==> src/rtl/bcd_pkg.sv <==
// Shared types and constants for the sequential BCD-to-binary converter.
//   state_e         : converter FSM states
//   bcd_digit_t     : one packed BCD digit
//   BCD_MAX_DIGIT   : largest legal BCD digit value
//   BCD_CORR_THRESH : nibble value at or above which the shift-right correction applies
//   BCD_CORR_SUB    : amount subtracted from a nibble that needs correction
package bcd_pkg;

  typedef enum logic [1:0] {
    StIdle,
    StShift,
    StDone
  } state_e;

  typedef logic [3:0] bcd_digit_t;

  localparam bcd_digit_t BCD_MAX_DIGIT   = 4'd9;
  localparam bcd_digit_t BCD_CORR_THRESH = 4'd8;
  localparam bcd_digit_t BCD_CORR_SUB    = 4'd3;

endpackage

==> src/rtl/bcd_digit_corr.sv <==
// Combinational per-nibble correction for the reverse double-dabble shift.
// A nibble that came out of a right shift with value >= 8 had a "ten" shifted into
// its MSB worth 5 in decimal terms but 8 in binary, so 3 is taken off.
//   digit_i : nibble after the shift
//   digit_o : corrected nibble
module bcd_digit_corr
  import bcd_pkg::*;
(
  input  bcd_digit_t digit_i,
  output bcd_digit_t digit_o
);

  assign digit_o = (digit_i >= BCD_CORR_THRESH) ? bcd_digit_t'(digit_i - BCD_CORR_SUB) : digit_i;

endmodule

==> src/rtl/bcd2bin_seq.sv <==
// Sequential 4-digit BCD to binary converter (reverse double-dabble, one bit per clock).
// Optional invalid-digit checking is compiled in when BCD2BIN_CHECK_EN is defined.
//   Clk                   : clock, rising edge
//   Reset_n               : synchronous active-low reset
//   Start                 : conversion request, sampled only while idle
//   THOU, HUND, TEN, ONE  : BCD digits, captured on the accepted Start edge
//   binary                : result, held until the next Done
//   Busy                  : high whenever the FSM is not idle
//   Done                  : one-cycle pulse, binary/Error valid in that cycle
//   Error                 : invalid-digit flag (tied low without BCD2BIN_CHECK_EN)
module bcd2bin_seq
  import bcd_pkg::*;
#(
  parameter int unsigned OUT_W = 16
) (
  input  logic             Clk,
  input  logic             Reset_n,
  input  logic             Start,
  input  logic [3:0]       THOU,
  input  logic [3:0]       HUND,
  input  logic [3:0]       TEN,
  input  logic [3:0]       ONE,
  output logic [OUT_W-1:0] binary,
  output logic             Busy,
  output logic             Done,
  output logic             Error
);

  localparam int unsigned CntW = $clog2(OUT_W);
  localparam int unsigned VecW = 16 + OUT_W;
  localparam logic [CntW-1:0] LastCnt = CntW'(OUT_W - 1);

  state_e            state_q, state_d;
  logic [15:0]       bcd_q, bcd_d;
  logic [OUT_W-1:0]  work_q, work_d;
  logic [OUT_W-1:0]  binary_q, binary_d;
  logic [CntW-1:0]   cnt_q, cnt_d;
  logic [VecW-1:0]   shifted;
  logic [15:0]       bcd_corr;

  // BCD and work registers move as one vector so the BCD LSB feeds the work MSB.
  assign shifted = {bcd_q, work_q} >> 1;

  for (genvar i = 0; i < 4; i++) begin : g_corr
    bcd_digit_corr u_corr (
      .digit_i (shifted[OUT_W + 4*i +: 4]),
      .digit_o (bcd_corr[4*i +: 4])
    );
  end

`ifdef BCD2BIN_CHECK_EN
  logic invalid_q, invalid_d;
  logic err_q, err_d;
  logic digit_bad;

  assign digit_bad = (THOU > BCD_MAX_DIGIT) || (HUND > BCD_MAX_DIGIT) ||
                     (TEN  > BCD_MAX_DIGIT) || (ONE  > BCD_MAX_DIGIT);
`endif

  always_comb begin
    state_d  = state_q;
    bcd_d    = bcd_q;
    work_d   = work_q;
    binary_d = binary_q;
    cnt_d    = cnt_q;
`ifdef BCD2BIN_CHECK_EN
    invalid_d = invalid_q;
    err_d     = err_q;
`endif
    unique case (state_q)
      StIdle: begin
        if (Start) begin
          bcd_d   = {THOU, HUND, TEN, ONE};
          work_d  = '0;
          cnt_d   = '0;
          state_d = StShift;
`ifdef BCD2BIN_CHECK_EN
          invalid_d = digit_bad;
`endif
        end
      end
      StShift: begin
        bcd_d  = bcd_corr;
        work_d = shifted[OUT_W-1:0];
        cnt_d  = cnt_q + CntW'(1);
        if (cnt_q == LastCnt) begin
          // Counter parks at zero rather than wrapping past OUT_W-1.
          cnt_d    = '0;
          state_d  = StDone;
          binary_d = shifted[OUT_W-1:0];
`ifdef BCD2BIN_CHECK_EN
          if (invalid_q) begin
            binary_d = '0;
          end
          err_d = invalid_q;
`endif
        end
      end
      StDone: begin
        state_d = StIdle;
      end
      default: begin
        state_d = StIdle;
      end
    endcase
  end

  always_ff @(posedge Clk) begin
    if (!Reset_n) begin
      state_q  <= StIdle;
      bcd_q    <= '0;
      work_q   <= '0;
      binary_q <= '0;
      cnt_q    <= '0;
    end else begin
      state_q  <= state_d;
      bcd_q    <= bcd_d;
      work_q   <= work_d;
      binary_q <= binary_d;
      cnt_q    <= cnt_d;
    end
  end

`ifdef BCD2BIN_CHECK_EN
  always_ff @(posedge Clk) begin
    if (!Reset_n) begin
      invalid_q <= 1'b0;
      err_q     <= 1'b0;
    end else begin
      invalid_q <= invalid_d;
      err_q     <= err_d;
    end
  end

  assign Error = err_q;
`else
  assign Error = 1'b0;
`endif

  assign binary = binary_q;
  assign Busy   = (state_q != StIdle);
  assign Done   = (state_q == StDone);

endmodule

==> config.mk <==
export PLATFORM = sky130hd
export DESIGN_NAME = bcd2bin_seq
export DESIGN_NICKNAME = d
export VERILOG_FILES = /design/src/rtl/bcd_pkg.sv /design/src/rtl/bcd_digit_corr.sv /design/src/rtl/bcd2bin_seq.sv
export SDC_FILE = /design/constraint.sdc
export NUM_CORES = 1
export LEC_CHECK = 0
export CAP_MARGIN = 40
export CORE_MARGIN = 10
export CORE_UTILIZATION = 57
export CTS_BUF_LIST = sky130_fd_sc_hd__clkbuf_8 sky130_fd_sc_hd__clkbuf_16
export DETAILED_ROUTE_END_ITERATION = 7
export GPL_ROUTABILITY_DRIVEN = 1
export PLACE_DENSITY = 0.86
export SYNTH_ARGS = -nofsm -noshare
export SYNTH_HDL_FRONTEND = slang
export SYNTH_SLANG_ARGS = --single-unit
==> constraint.sdc <==
create_clock -name Clk -period 3.8 [get_ports Clk]
set_input_delay 0.95 -clock Clk [delete_from_list [all_inputs] [get_ports Clk]]
set_output_delay 0.95 -clock Clk [all_outputs]
set_load 0.01 [all_outputs]
* After elaboration in Yosys (flattened, before gate mapping)
Cells that the tools add are included.
** Word-level totals
- Register bits :: 54
- Input bits :: 19
- Output and inout bits :: 19
- Logic and storage cells :: 39
** Cells by class
- Add/subtract/negate cells :: 5
- Magnitude comparators :: 4
- Equal/unequal tests :: 5
- Mux-type cells :: 14
- Reductions and logical operators :: 6
** Operators with widths (number)
- 16-bit case mux with 2 select lines :: 2
- 16-bit two-way mux :: 2
- 4-bit two-way mux :: 6
- 4-bit greater-or-equal comparator, second input constant :: 3
- 4-bit by 2-bit subtractor with 4-bit output, second input constant :: 3
- 4-bit case mux with 2 select lines :: 1
- 2-bit AND reduction :: 3
- 4-bit by 1-bit adder with 4-bit output, second input constant :: 1
- 4-bit == test, second input constant :: 1
- 3-bit by 4-bit greater-or-equal comparator with 1-bit output, second input constant :: 1
- 2-bit two-way mux :: 2
- 2-bit inequality test, second input constant :: 2
- 2-bit case mux with 2 select lines :: 1
- 2-bit nonzero test :: 2
- 3-bit by 2-bit subtractor with 4-bit output, second input constant :: 1
- 2-bit by 1-bit == test with 1-bit output, second input constant :: 1
- 2-bit == test, second input constant :: 1
- 2-bit logical NOT :: 1

* Longest topological paths before layout
Gate-level depths: netlist (run 1).
- Depth after elaboration :: 3
- Depth in mapped cells :: 5
- Gate-level depth less buffers :: 5

* Modules after synthesis
A second synthesis (run 1) with hierarchy kept.
** Second synthesis, totals
- Cell total of the unflattened synthesis :: 238
- Area, all modules :: 2441.1 µm²
** By module, submodules not included
- bcd2bin_seq :: instances 1, cells each 194, area an instance 2135.8 µm², seq. area each 1061.0 µm²
- bcd_digit_corr :: instances 4, cells each 11, area an instance 76.3 µm², seq. area each 0.0 µm²

* Least setup slack after synthesis (run 1)
OpenSTA, ideal clock, no wires.
- Kind :: in2reg
- From :: input Start
- To :: register work_q[10]
- Library setup time :: 0.117 ns
- Arrival time :: 1.612 ns
- Data required time :: 3.683 ns
- Path slack :: 2.071 ns
- Stages on the path :: 5
- Path buffers :: 2
- Cell sequence :: o21bai_2 -> and2_1 -> buf_6 -> buf_6 -> a22o_1
** Between the ends
- Cells in the longest elaborated chain, start to end :: 2
** RTL lines
- start, declared :: RTL line bcd2bin_seq.sv:18 : input logic Start,
- 2-bit inequality test (no source line)
- 2-bit AND reduction (no source line)
- end signal, assigned :: RTL line bcd2bin_seq.sv:118 : work_q <= work_d;
- end, declared :: RTL line bcd2bin_seq.sv:35 : logic [OUT_W-1:0] work_q, work_d;
Every way passes these cells.
A chain may end at the register's enable or synchronous reset.

* Worst setup path in the final report (run 1)
- From :: register state_q[0]
- To :: output Busy
** Between the ends
- Cells in the longest elaborated chain, start to end :: 1
** RTL lines
- start, declared :: RTL line bcd2bin_seq.sv:33 : state_e state_q, state_d;
- start signal, assigned :: RTL line bcd2bin_seq.sv:110 : state_q <= StIdle;
- start signal, assigned :: RTL line bcd2bin_seq.sv:116 : state_q <= state_d;
- 2-bit nonzero test :: RTL line bcd2bin_seq.sv:141 : assign Busy = (state_q != StIdle);
- end, declared :: RTL line bcd2bin_seq.sv:24 : output logic Busy,
Every way passes these cells.

==> results of run 1 <==
==> sequential cells by signal (all words and copies together), names as in the netlist <==
name / cells
work_q: 15
cnt_q: 4
binary: 16
state_q: 2
bcd_q: 16
==> cells in the mapped netlist (2+ instances only) <==
master / n / area, um2
ha_1: 7 / 87.58
xnor2_1: 3 / 26.28
xor2_1: 3 / 26.28
a22o_1: 16 / 140.1
nor2_1: 11 / 41.29
mux2i_1: 17 / 170.2
a221oi_1: 3 / 26.28
nor2b_1: 6 / 37.54
nand2b_1: 4 / 25.02
o31ai_1: 3 / 22.52
inv_1: 10 / 37.54
a21oi_1: 9 / 45.04
dfxtp_1: 53 / 1061
clkbuf_1: 3 / 11.26
buf_6: 3 / 33.78
nand3_1: 11 / 55.05
o221ai_1: 4 / 35.03
buf_4: 2 / 15.01
buf_1: 2 / 7.510
nand2_1: 41 / 153.9
mux2_2: 3 / 33.78
o211a_1: 2 / 20.02
and3_1: 3 / 18.77
o21ai_0: 6 / 30.03
a2bb2oi_1: 3 / 26.28
buf_2: 8 / 40.04
==> final cells by class <==
| type | count | share of cell area (%) |
|---|---|---|
| clock buffers | 5 | 2.471 |
| clock inverters | 3 | 0.6289 |
| inverters | 10 | 1.348 |
| multi-input cells | 173 | 41.91 |
| flip-flops and latches | 53 | 38.10 |
| well taps | 50 | 2.246 |
| repair buffers | 38 | 13.30 |
==> final timing paths <==
path	start	end	cells past startpoint
worst min-delay path	binary[6]	binary[6]	2
worst max register to register	state_q[0]	binary[2]	3
worst max-delay path	state_q[0]	Busy	3
worst min register to register	binary[6]	binary[6]	2
==> critical path: cells and delay by family (launching register included) <==
kind / cells / cell delay, ps
buf+inv: 2 / 600
simple gates: 1 / 160
flops: 1 / 580
==> logic make-up after synthesis <==
kind of cell,Yosys count
flip-flops,53
multiplexers,20
AND/OR/NAND/NOR,84
AO/OA/AOI/OAI,55
other,1
XOR/XNOR,6
buffers and inverters,28
adder cells (fa/ha/maj),7
==> layer usage <==
metal | wire length [um] | global-route usage [%] | vias up | share of wire, %
met4 | 48 | 4.491 | 0 | 1.0
met1 | 2046 | 14.37 | 865 | 44
li1 | - | - | 931 | -
met2 | 2307 | 22.72 | 46 | 49
met5 | 0 | 0 | - | 0
met3 | 258 | 4.444 | 8 | 5.5
==> through the flow <==
stage | cell area (um2) | total power, mW | setup slack (ps)
after global routing | 2785 | 1.060 | 1098
after global placement | 2699 | 0.7160 | 1110
after CTS | 2785 | 1.021 | 1194
after floorplan | 2374 | 0.6832 | 2071
after detailed placement | 2699 | 0.7192 | 1036
final | 2785 | 1.011 | 1199
==> report_power, final <==
group / switching, mW / leakage, nW / internal [mW]
logic: 0.0570 / 0.593 / 0.0568
registers: 0.0208 / 0.431 / 0.572
clock network: 0.177 / 0.0439 / 0.127
==> run_results.csv, run 1 <==
group,metric,value,unit
critical_path,worst-setup-path-type,"reg -> out",
critical_path,cp_data_arrival_time,1650,ps
synthesis,muxShareOfSynthArea,8.593,%
floorplan,die_h,84.53,um
placement,io_buffers,36,
cells_and_area,area_delta_synth_final,17.34,%
floorplan,rows,23,
run,maxCapViolCount,0,
synthesis,synth-adder-area-share,3.690,%
clock_network,htree_levels,2,
sta,tightest_slew,639.7,ps
clock_network,clockBufferDepth,2,
clock_network,cts_resized,0,
synthesis,syn_nets,280,
critical_path,rrSetupSlack,1840,ps
routing,vias_per_cell,5.572,
routing,wire_per_inst,14.04,um
sta,fin_crit_sh,68.44,%
clock_network,cts.sinks,53,
clock_network,cts_tree,"done",
outcome,outcome,"completed",
power_and_ir_drop,power_density,363.0,nW/um2
routing,route.antenna.remaining_nets,0,
routing,wirelength,4661,um
floorplan,pin_count,38,
power_and_ir_drop,peakVddDrop,0.0001873,V
synthesis,ys_seq_elements,53,
sta,finalHoldViolCount,0,
cells_and_area,nNetsFinal,307,
global_routing,grt_overflow,0,
synthesis,yosysWarnings,0,
cells_and_area,drive_gt1_share,6.383,%
routing,drcViolationCount,0,
critical_path,crit_path_end_kind,"primary output",
power_and_ir_drop,p_leak,1.067,nW
floorplan,core,4029,um2
synthesis,async_flop_share,0,%
synthesis,avgSynthCellArea,9.345,um2
cells_and_area,instances_no_fill,332,
critical_path,critPathMaxFanout,14,
sta,period_needed,2601,ps
critical_path,cpPeakStageDelay,580,ps
clock_network,cts-root-buf,"clkbuf_8",
sta,rsz0062_at_grt,"no",
placement,place.gp.congestion,0.8084,
global_routing,grt_max_degree,35,
placement,dp_hpwl,3401,um
clock_network,clk_pin_slew,90,ps
floorplan,die_area,7145,um2
critical_path,crit_chain,"nor2_1 -> inv_1 -> clkdlybuf4s50_1",
cells_and_area,n_fill_cell,330,
global_routing,track_usage,13.04,%
synthesis,synth-edff-count,0,
clock_network,worstSkewPairLatency,300,ps
routing,drtIter0Drc,84,
cells_and_area,diodes,0,
cells_and_area,mostFrequentLayoutCells,"dfxtp_1 (53), nand2_1 (41), clkdlybuf4s50_1 (35), mux2i_1 (17), a22o_1 (16)",
critical_path,crit_required,2850,ps
global_routing,grt_pass1_wl,8059,um
global_routing,grt_pass1_vias,1807,
cells_and_area,final-seq-area,1061,um2
sta,slew_violations,0,
hold_path,min_path_type,"reg -> reg",
synthesis,synth_ff_type,"dfxtp_1",
clock_network,post-cts-setup-buffers,0,
critical_path,crit_path_start_kind,"flip-flop",
synthesis,netlist_area,2374,um2
synthesis,yosys.area_share.xor_xnor,2.214,%
sta,finalClockSkew,4.095,ps
routing,via_count,1850,
sta,slew_headroom,57.27,%
cells_and_area,final_common_cell,"dfxtp_1",
sta,setup_viol,0,
global_routing,antenna_found_initial,0,
clock_network,hold_buffers,0,
clock_network,cts_inserted_buffers,5,
placement,placed_cells,324,
synthesis,synth_compound_area_share,17.87,%
sta,holdWs,459.4,ps
synthesis,synth_top_family_by_area,"compound AO/OA/AOI/OAI gates",
floorplan,initial_utilization,58.91,%
sta,fmax,384.5,MHz
synthesis,yosys.area_share.simple,16.66,%
critical_path,cpMaxStageDelayCell,"dfxtp_1",
routing,dr.pass1.iters,4,
floorplan,die-width,84.53,um
synthesis,synth.distinct_cells,44,
synthesis,yosysSeqAreaShare,44.70,%
cells_and_area,multi_input_area,1167,um2
synthesis,synthCells,254,
sta,tns,0,ps
cells_and_area,fin_util,69.13,%
Power figures use the tool's default switching activity.
==> run 2, diff against run 1 <==
--- a/config.mk
+++ b/config.mk
@@ -7,11 +7,11 @@
 export LEC_CHECK = 0
 export CAP_MARGIN = 40
 export CORE_MARGIN = 10
-export CORE_UTILIZATION = 57
+export CORE_UTILIZATION = 48
 export CTS_BUF_LIST = sky130_fd_sc_hd__clkbuf_8 sky130_fd_sc_hd__clkbuf_16
 export DETAILED_ROUTE_END_ITERATION = 7
 export GPL_ROUTABILITY_DRIVEN = 1
-export PLACE_DENSITY = 0.86
+export PLACE_DENSITY = 0.78
 export SYNTH_ARGS = -nofsm -noshare
 export SYNTH_HDL_FRONTEND = slang
 export SYNTH_SLANG_ARGS = --single-unit
==> constraint.sdc (replaced) <==
create_clock -name Clk -period 2.1 [get_ports Clk]
set_input_delay 0.525 -clock Clk [delete_from_list [all_inputs] [get_ports Clk]]
set_output_delay 0.525 -clock Clk [all_outputs]
set_load 0.01 [all_outputs]
==> run 2 against run 1 <==
  * Critical path depth did not move
  * Sequential share of layout area decreased by 1.1 points
  * Non-clock buffer count grew 8
  * Clock-buffer cell count unchanged
  * Die area increased by 14%
  * Combinational power grew 94%
  * Final cell count grew 7.5%
  * Core utilization decreased by 8.8 points
  * Via count is 2.4% higher
  * Routed wire length grew 4.8%
  * Register-to-register slack worse by 1300 ps
  * Clock power rose by 86%
  * Critical path type unchanged
==> run_results.csv, run 2 (synthesis gave the netlist of run 1 again) <==
group,metric,value,unit
critical_path,cp_data_arrival_time,1460,ps
global_routing,grt_pass1_vias,1899,
clock_network,worstSkewPairLatency,300,ps
clock_network,cts-root-buf,"clkbuf_8",
routing,via_count,1895,
critical_path,rrSetupSlack,580,ps
floorplan,rows,25,
cells_and_area,fin_util,60.34,%
routing,drtIter0Drc,88,
run,maxCapViolCount,0,
clock_network,cts_tree,"done",
routing,dr.pass1.iters,4,
power_and_ir_drop,p_leak,1.114,nW
routing,drcViolationCount,0,
cells_and_area,diodes,0,
routing,wirelength,4885,um
floorplan,die-width,90.32,um
sta,fmax,504.5,MHz
cells_and_area,final_common_cell,"dfxtp_1",
sta,tns,0,ps
sta,fin_ws,117.7,ps
clock_network,cts.sinks,53,
floorplan,pin_count,38,
critical_path,crit_chain,"nor2_2 -> inv_1 -> clkdlybuf4s50_1",
power_and_ir_drop,comb_power_share,11.9,%
power_and_ir_drop,power_frac_clock,30.5,%
power_and_ir_drop,power_density,647.5,nW/um2
power_and_ir_drop,intPower,1.381,mW
floorplan,initial_utilization,49.92,%
clock_network,cts_inserted_buffers,5,
sta,finalClockSkew,3.355,ps
critical_path,cp_num_buf_inv,2,
floorplan,core,4755,um2
power_and_ir_drop,peakVddDrop,0.0003700,V
power_and_ir_drop,power.share.sequential,57.6,%
sta,tightest_slew,649.0,ps
power_and_ir_drop,switching_share,25.68,%
global_routing,track_usage,12.15,%
clock_network,clockBufferDepth,2,
global_routing,grt_max_degree,26,
sta,finalHoldViolCount,0,
cells_and_area,mostFrequentLayoutCells,"dfxtp_1 (53), nand2_1 (41), clkdlybuf4s50_1 (35), mux2i_1 (17), a22o_1 (16)",
global_routing,grt_pass1_wl,8611,um
routing,vias_per_cell,5.308,
sta,period_needed,1982,ps
placement,place.gp.congestion,0.8004,
sta,slew_headroom,56.64,%
placement,pre_cts_slack,104.0,ps
power_and_ir_drop,power,1.858,mW
critical_path,worst-setup-path-type,"reg -> out",
power_and_ir_drop,p_sw,477.1,uW
sta,setup_viol,0,
routing,route.antenna.remaining_nets,0,
floorplan,die_h,90.32,um
clock_network,hold_buffers,0,
critical_path,crit_path_start_kind,"flip-flop",
clock_network,clk_pin_slew,90,ps
critical_path,cp-startpoint,"state_q[0]",
placement,io_buffers,36,
global_routing,grt_overflow,0,
outcome,outcome,"completed",
sta,fin_crit_sh,94.39,%
floorplan,die_area,8158,um2
hold_path,min_path_type,"reg -> reg",
global_routing,antenna_found_initial,0,
routing,wire_per_inst,13.68,um
sta,rsz0062_at_grt,"no",
critical_path,crit_path_end_kind,"primary output",
placement,dp_hpwl,3487,um
clock_network,htree_levels,2,
hold_path,hp-start,"binary[10]",
critical_path,rr_startpoint,"state_q[1]",
critical_path,cpMaxStageDelayCell,"clkdlybuf4s50_1",
critical_path,cpPeakStageDelay,530,ps
critical_path,crit_required,1570,ps
cells_and_area,nNetsFinal,315,
cells_and_area,drive_gt1_share,8.966,%
critical_path,critPathMaxFanout,6,
cells_and_area,area_delta_synth_final,20.88,%
critical_path,cp_top_family,"buffers and inverters",
sta,slew_violations,0,
-- run 2: cell count changes in the layout (fill, tap and decap cells not counted), sizes merged --
cell,change
buf,+8
clkinv,-1
inv,+2
clkinvlp,-1
-- run 2: path summary, 6_finish.rpt --
check / cells past startpoint / end
hold / removal: 2 / binary[10]
setup reg to reg: 4 / work_q[1]
hold reg to reg: 2 / binary[10]
setup / recovery: 3 / Busy
-- run 2: final cells by class --
class                      count  area, um2
clock inverter                 3      17.52
timing repair buffer          46      430.4
fill                         443       1886
multi-input combinational    173       1170
sequential                    53       1061
clock buffer                   5      68.82
inverter                      10      37.54
tap                           67      83.83
-- run 2: tightest hold or removal path, stage by stage, from the launching register on --
cell and delay (ps):
dfxtp_1 320, nand2_1 50, mux2i_1 50
-- run 2: power by group through the flow --
stage          Combinational, mW  Clock, mW  Sequential, mW
6_report                   0.221      0.566            1.07
3_5_place_dp               0.219          0            1.09
2_1_floorplan              0.152          0            1.08
4_1_cts                    0.221      0.580            1.07
3_3_place_gp               0.216          0            1.09
5_1_grt                    0.248      0.616            1.08
-- run 2: per-stage QoR --
stage | hold WS (ps) | instance area (um2) | instances
after floorplan | 438.3 | 2374 | 254
final | 460.0 | 2869 | 357
after detailed placement | 448.3 | 2780 | 349
after global placement | 441.3 | 2780 | 349
after CTS | 465.5 | 2867 | 357
after global routing | 479.8 | 2869 | 357
-- run 2: layer usage --
layer | track usage (%) | up-vias | wire length, um
met3 | 4.406 | 7 | 384
met1 | 14.57 | 878 | 2295
met2 | 19.73 | 57 | 2149
li1 | - | 953 | -
met5 | 0 | - | 0
met4 | 3.846 | 0 | 56
-- run 2: repair_timing --
item                                   in CTS  in global routing
setup endpoints to repair                   0                  1
buffers inserted                            0                  0
resized for setup                           0                  1
endpoints found under the hold margin       0                  0
==> run 3, diff against run 2 <==
--- a/config.mk
+++ b/config.mk
@@ -5,13 +5,14 @@
 export SDC_FILE = /design/constraint.sdc
 export NUM_CORES = 1
 export LEC_CHECK = 0
-export CAP_MARGIN = 40
 export CORE_MARGIN = 10
-export CORE_UTILIZATION = 48
+export CORE_UTILIZATION = 56
 export CTS_BUF_LIST = sky130_fd_sc_hd__clkbuf_8 sky130_fd_sc_hd__clkbuf_16
 export DETAILED_ROUTE_END_ITERATION = 7
+export DONT_BUFFER_PORTS = 1
 export GPL_ROUTABILITY_DRIVEN = 1
-export PLACE_DENSITY = 0.78
+export PLACE_DENSITY = 0.76
+export SKIP_CTS_REPAIR_TIMING = 1
 export SYNTH_ARGS = -nofsm -noshare
 export SYNTH_HDL_FRONTEND = slang
 export SYNTH_SLANG_ARGS = --single-unit
==> run 3 against run 2 <==
  * Register-to-register slack worse by 90 ps
  * Non-clock buffer count decreased by 42
  * First-iteration DRC count rose by 35%
  * Flip-flop and latch count stayed put
  * Clock skew rose by 4.6 ps
  * Routed wire length fell by 4.0%
==> run_results.csv, run 3 (synthesis gave the netlist of run 1 again) <==
group,metric,value,unit
critical_path,crit_required,1570,ps
sta,period_needed,1722,ps
floorplan,die-width,85.11,um
critical_path,cp_top_family,"flip-flops",
critical_path,cpMaxStageDelayCell,"dfxtp_1",
critical_path,rrSetupSlack,490,ps
routing,drtIter0Drc,119,
cells_and_area,area_delta_synth_final,3.479,%
critical_path,worstReg2RegEnd,"binary[9]",
power_and_ir_drop,power,1.846,mW
sta,rsz0062_at_grt,"no",
cells_and_area,mostFrequentLayoutCells,"dfxtp_1 (53), nand2_1 (41), mux2i_1 (17), a22o_1 (16)",
critical_path,worstRegToRegCells,3,
critical_path,cpPeakStageDelay,560,ps
global_routing,grt_pass1_wl,7790,um
critical_path,cp_data_arrival_time,1200,ps
critical_path,rr_startpoint,"state_q[0]",
routing,wire_per_inst,15.73,um
power_and_ir_drop,power_density,751.5,nW/um2
sta,holdWs,346.7,ps
clock_network,cts_tree,"done",
clock_network,htree_levels,2,
cells_and_area,diodes,0,
critical_path,critPathMaxFanout,13,
critical_path,cp_num_buf_inv,1,
floorplan,pin_count,38,
routing,via_count,1704,
critical_path,crit_chain,"inv_1 -> nor2_1",
cells_and_area,n_fill_cell,344,
routing,vias_per_cell,5.718,
sta,finalClockSkew,7.986,ps
placement,io_buffers,0,
global_routing,grt_overflow,0,
clock_network,clk_pin_slew,110,ps
sta,tns,0,ps
sta,tightest_slew,590.2,ps
routing,drcViolationCount,0,
cells_and_area,drive_gt1_share,7.661,%
floorplan,rows,23,
hold_path,min_path_type,"in -> reg",
critical_path,crit_path_end_kind,"primary output",
run,maxCapViolCount,0,
power_and_ir_drop,peakVddDrop,0.0006096,V
sta,finalHoldViolCount,0,
critical_path,crit_path_start_kind,"flip-flop",
cells_and_area,final_common_cell,"dfxtp_1",
clock_network,worstSkewPairLatency,300,ps
sta,setup_viol,0,
clock_network,cts_inserted_buffers,5,
cells_and_area,nNetsFinal,273,
power_and_ir_drop,p_leak,0.9525,nW
cells_and_area,finalInstanceArea,2456,um2
global_routing,antenna_found_initial,0,
critical_path,worst-setup-path-type,"reg -> out",
hold_path,hp-start,"Reset_n",
global_routing,grt_max_degree,61,
hold_path,hold_path_depth,1,
floorplan,die_area,7243,um2
routing,wirelength,4688,um
global_routing,grt_pass1_vias,1569,
placement,dp_hpwl,3158,um
sta,slew_headroom,60.56,%
routing,route.antenna.remaining_nets,0,
sta,fmax,580.6,MHz
floorplan,initial_utilization,58.50,%
placement,place.gp.congestion,0.7868,
placement,place_area,2359,um2
clock_network,clockBufferDepth,2,
floorplan,core,4058,um2
outcome,outcome,"completed",
floorplan,die_h,85.11,um
clock_network,cts.sinks,53,
cells_and_area,fin_util,60.53,%
sta,slew_violations,0,
sta,fin_crit_sh,82.02,%
routing,dr.pass1.iters,4,
clock_network,cts-root-buf,"clkbuf_8",
global_routing,track_usage,12.62,%
hold_path,worstHoldEndpoint,"bcd_q[7]",
==> run 3: cell type report <==
type | instances | area (um2) | area share, %
repair buffers | 4 | 30.03 | 1.223
flip-flops and latches | 53 | 1061 | 43.20
well taps | 50 | 62.56 | 2.547
inverters | 10 | 37.54 | 1.528
multi-input cells | 173 | 1167 | 47.53
clock buffers | 5 | 68.82 | 2.802
clock inverters | 3 | 28.78 | 1.172
==> run 3: how the worst max path moves through the flow <==
stage	start	endpoint	slack [ps]	depth (start not counted)
floorplan	bcd_q[1]	bcd_q[1]	720	5
global placement	state_q[0]	binary[15]	570	3
detailed placement	state_q[0]	binary[9]	490	3
CTS	state_q[1]	Done	380	2
global route	state_q[1]	Done	260	2
finish	state_q[1]	Done	380	2
==> run 3: power breakdown <==
group          switching, mW  internal, mW  leakage (nW)  total, mW
Combinational         0.0800        0.0761         0.471      0.156
Clock                  0.367         0.250        0.0506      0.617
Sequential            0.0372          1.04         0.431       1.07
==> run 3: per-stage QoR <==
step           instances  setup slack [ps]
2_1_floorplan        254             721.0
3_3_place_gp         290             569.9
3_5_place_dp         290             491.2
4_1_cts              298             375.5
5_1_grt              298             256.1
6_report             298             377.6
==> run 3: per-layer routing <==
metal	routed length (um)	track usage, %	part of all wire (%)	vias up
met5	0	0	0	-
met4	14	3.144	0.30	0
met3	294	4.493	6.3	2
met2	2125	18.94	45	28
met1	2254	16.70	48	806
li1	-	-	-	868
==> run 3: worst register-to-register path, delay by kind of cell, from the launching register on <==
kind / cells / cell delay [ps]
AND/OR/NAND/NOR: 2 / 690
flip-flops: 1 / 570
multiplexers: 1 / 260
==> RTL change, RTL diff (flow settings as in run 2) <==
The option `BCD2BIN_CHECK_EN` is turned on by a define.
--- a/src/rtl/bcd2bin_seq.sv
+++ b/src/rtl/bcd2bin_seq.sv
@@ -9,4 +9,6 @@
 //   Done                  : one-cycle pulse, binary/Error valid in that cycle
 //   Error                 : invalid-digit flag (tied low without BCD2BIN_CHECK_EN)
+`define BCD2BIN_CHECK_EN
+
 module bcd2bin_seq
   import bcd_pkg::*;
Behaviour: same outputs for any inputs over 10 cycles, from zero or initial values and one cycle with Reset_n low; that may be too few to reach the edited logic, so the function may still have changed.
==> RTL change against run 2 <==
- sequential share of layout area shrank 1.7 points
- sequential cell count increased by 2
- first-iteration DRC count increased by 120%
- area after synthesis up 9.4%
- register-to-register slack lost 0.12 ns
- synthesized cell count increased by 19%
- worst hold slack improved by 0.018 ns
- cell area increased by 8.9%
- worst setup slack improved by 0.052 ns
- total power increased by 15%
- wire length increased by 30%
==> RTL change: results (changes against run 2) <==
all-layer global routing usage=0.147 (was 0.122); Synth top cells by count=dfxtp_1 (55), a21oi_1 (42), nand2_1 (34) (was dfxtp_1 (53), nand2_1 (41), mux2i_1 (17)); Residual DRC=0 (unchanged); startpoint of the worst register-to-register path=state_q[0] (was state_q[1]); Post-Syn Area per Cell=8.57 um^2 (was 9.34 um^2); worst hold path cell count=2 (unchanged); relative max-transition margin=0.560 (was 0.566); dpl hpwl=4200 um (was 3490 um); worst-skew pair later-pin latency=0.31 ns; Hold WS=0.478 ns (was 0.460 ns); Iter 0 DRT Violations=190 (was 88); cts bufs inserted=5 (unchanged); Crit Reg-Reg Endpoint=cnt_q[1] (was work_q[1]); register area share after synthesis=0.424 (was 0.447); status=complete, no violations (unchanged); Worst R2R Setup Slack=0.46 ns (was 0.58 ns); Leak=1.06 nW (was 1.11 nW); RD Place Congestion=0.893 (was 0.800); cts repair resizes=0 (unchanged); largest net degree at the start of global routing=40 (was 26); drt total wl=6330 um (was 4890 um); asr flop ratio synth=0 (unchanged); Placed Cells=393 (was 349); antenna cells=0 (unchanged); routed length per instance=15.8 um (was 13.7 um); NetSw=0.549 mW (was 0.477 mW); clock buffer depth=2 (unchanged); CP Data Arrival Time=1.41 ns (was 1.46 ns); FF-to-FF path depth=5 (was 4); first-pass GRT wire length=10600 um (was 8610 um); CTS clk-pin slew, worst paths=0.09 ns (about the same); initial antenna violation count=0 (unchanged); Root Driver=clkbuf_8 (unchanged); Yosys Warn Count=0 (unchanged); synth top area cells=dfxtp_1 (42%), a21oi_1 (8.1%), nand4b_1 (5.4%) (was dfxtp_1 (45%), mux2i_1 (7.2%), nand2_1 (6.5%)); via count=2300 (was 1895); CP max FO=3 (was 6); Post-CTS Setup Bufs=0 (unchanged); Hold Path Sink=bcd_q[14] (was binary[10]); H-tree Lvls=2 (unchanged); Main synth FF type=dfxtp_1 (unchanged); NumNets Final=356 (was 315); TritonRoute pass-1 iters=4 (unchanged); Hold Crit Start=bcd_q[14] (was binary[10]); worst vdd ir=0.000335 V (was 0.000370 V); Final Skew=0.0142 ns (was 0.00336 ns); worst min path class=reg2reg (unchanged); vias in the first global route=2208 (was 1899); FILL cells=452 (was 443); layout cells sized above 1=0.0816 (was 0.0897); Port Buffer Count=37 (was 36); placed cell area=0.00301 mm^2 (was 0.00278 mm^2); syn_nets=329 (was 280); Unique masters post-synth=39 (was 44)
==> RTL change: layout make-up <==
cell class / instances / area (um^2) / area share
flip-flops and latches: 55 / 1100 / 0.353
clock buffers: 5 / 68.8 / 0.0220
clock inverters: 3 / 42.5 / 0.0136
multi-input cells: 211 / 1310 / 0.419
repair buffers: 49 / 485 / 0.155
well taps: 70 / 87.6 / 0.0280
inverters: 8 / 30.0 / 0.00962
==> RTL change: worst max path at each step <==
stage,startpoint,to,slack [ns]
after CTS,state_q[0],Busy,0.15
after global placement,Start,work_q[1],0.08
after floorplan,state_q[0],Busy,0.66
after global routing,state_q[0],Busy,0.13
final,state_q[0],Busy,0.17
after detailed placement,Start,cnt_q[1],0.03
==> RTL change: metrics by stage <==
stage,setup slack (ns),power (mW),utilization
global placement,0.0779,1.43,0.582
floorplan,0.660,1.34,-
CTS,0.154,2.13,0.604
global route,0.127,2.22,0.604
detailed placement,0.0261,1.44,0.582
finish,0.170,2.13,0.604
==> RTL change: metal layers <==
layer | track usage | up-vias | routed length (um)
li1 | - | 1135 | -
met1 | 0.180 | 1096 | 2690
met2 | 0.240 | 56 | 3240
met3 | 0.0360 | 13 | 282
met4 | 0.0608 | 0 | 125
met5 | 0 | - | 0
==> RTL change: kinds of logic after synthesis <==
logic type	Yosys count	synth area share
fa+ha+maj	7	0.0337
xor+xnor	6	0.0202
compound gates	94	0.210
mux	6	0.0246
simple gates	98	0.214
flops	55	0.424
buf+inv	37	0.0733
==> RTL change: power by group through the flow <==
stage | Sequential, mW | Clock [mW] | Combinational, mW
final | 1.12 | 0.706 | 0.297
after global routing | 1.13 | 0.764 | 0.325
after CTS | 1.12 | 0.710 | 0.296
after detailed placement | 1.15 | 0 | 0.292
after global placement | 1.15 | 0 | 0.288
after floorplan | 1.13 | 0 | 0.212
==> RTL change: worst max-delay path, stage by stage (launching register included) <==
cell,delay [ns]
dfxtp_1,0.33
or2_2,0.29
clkdlybuf4s50_1,0.48
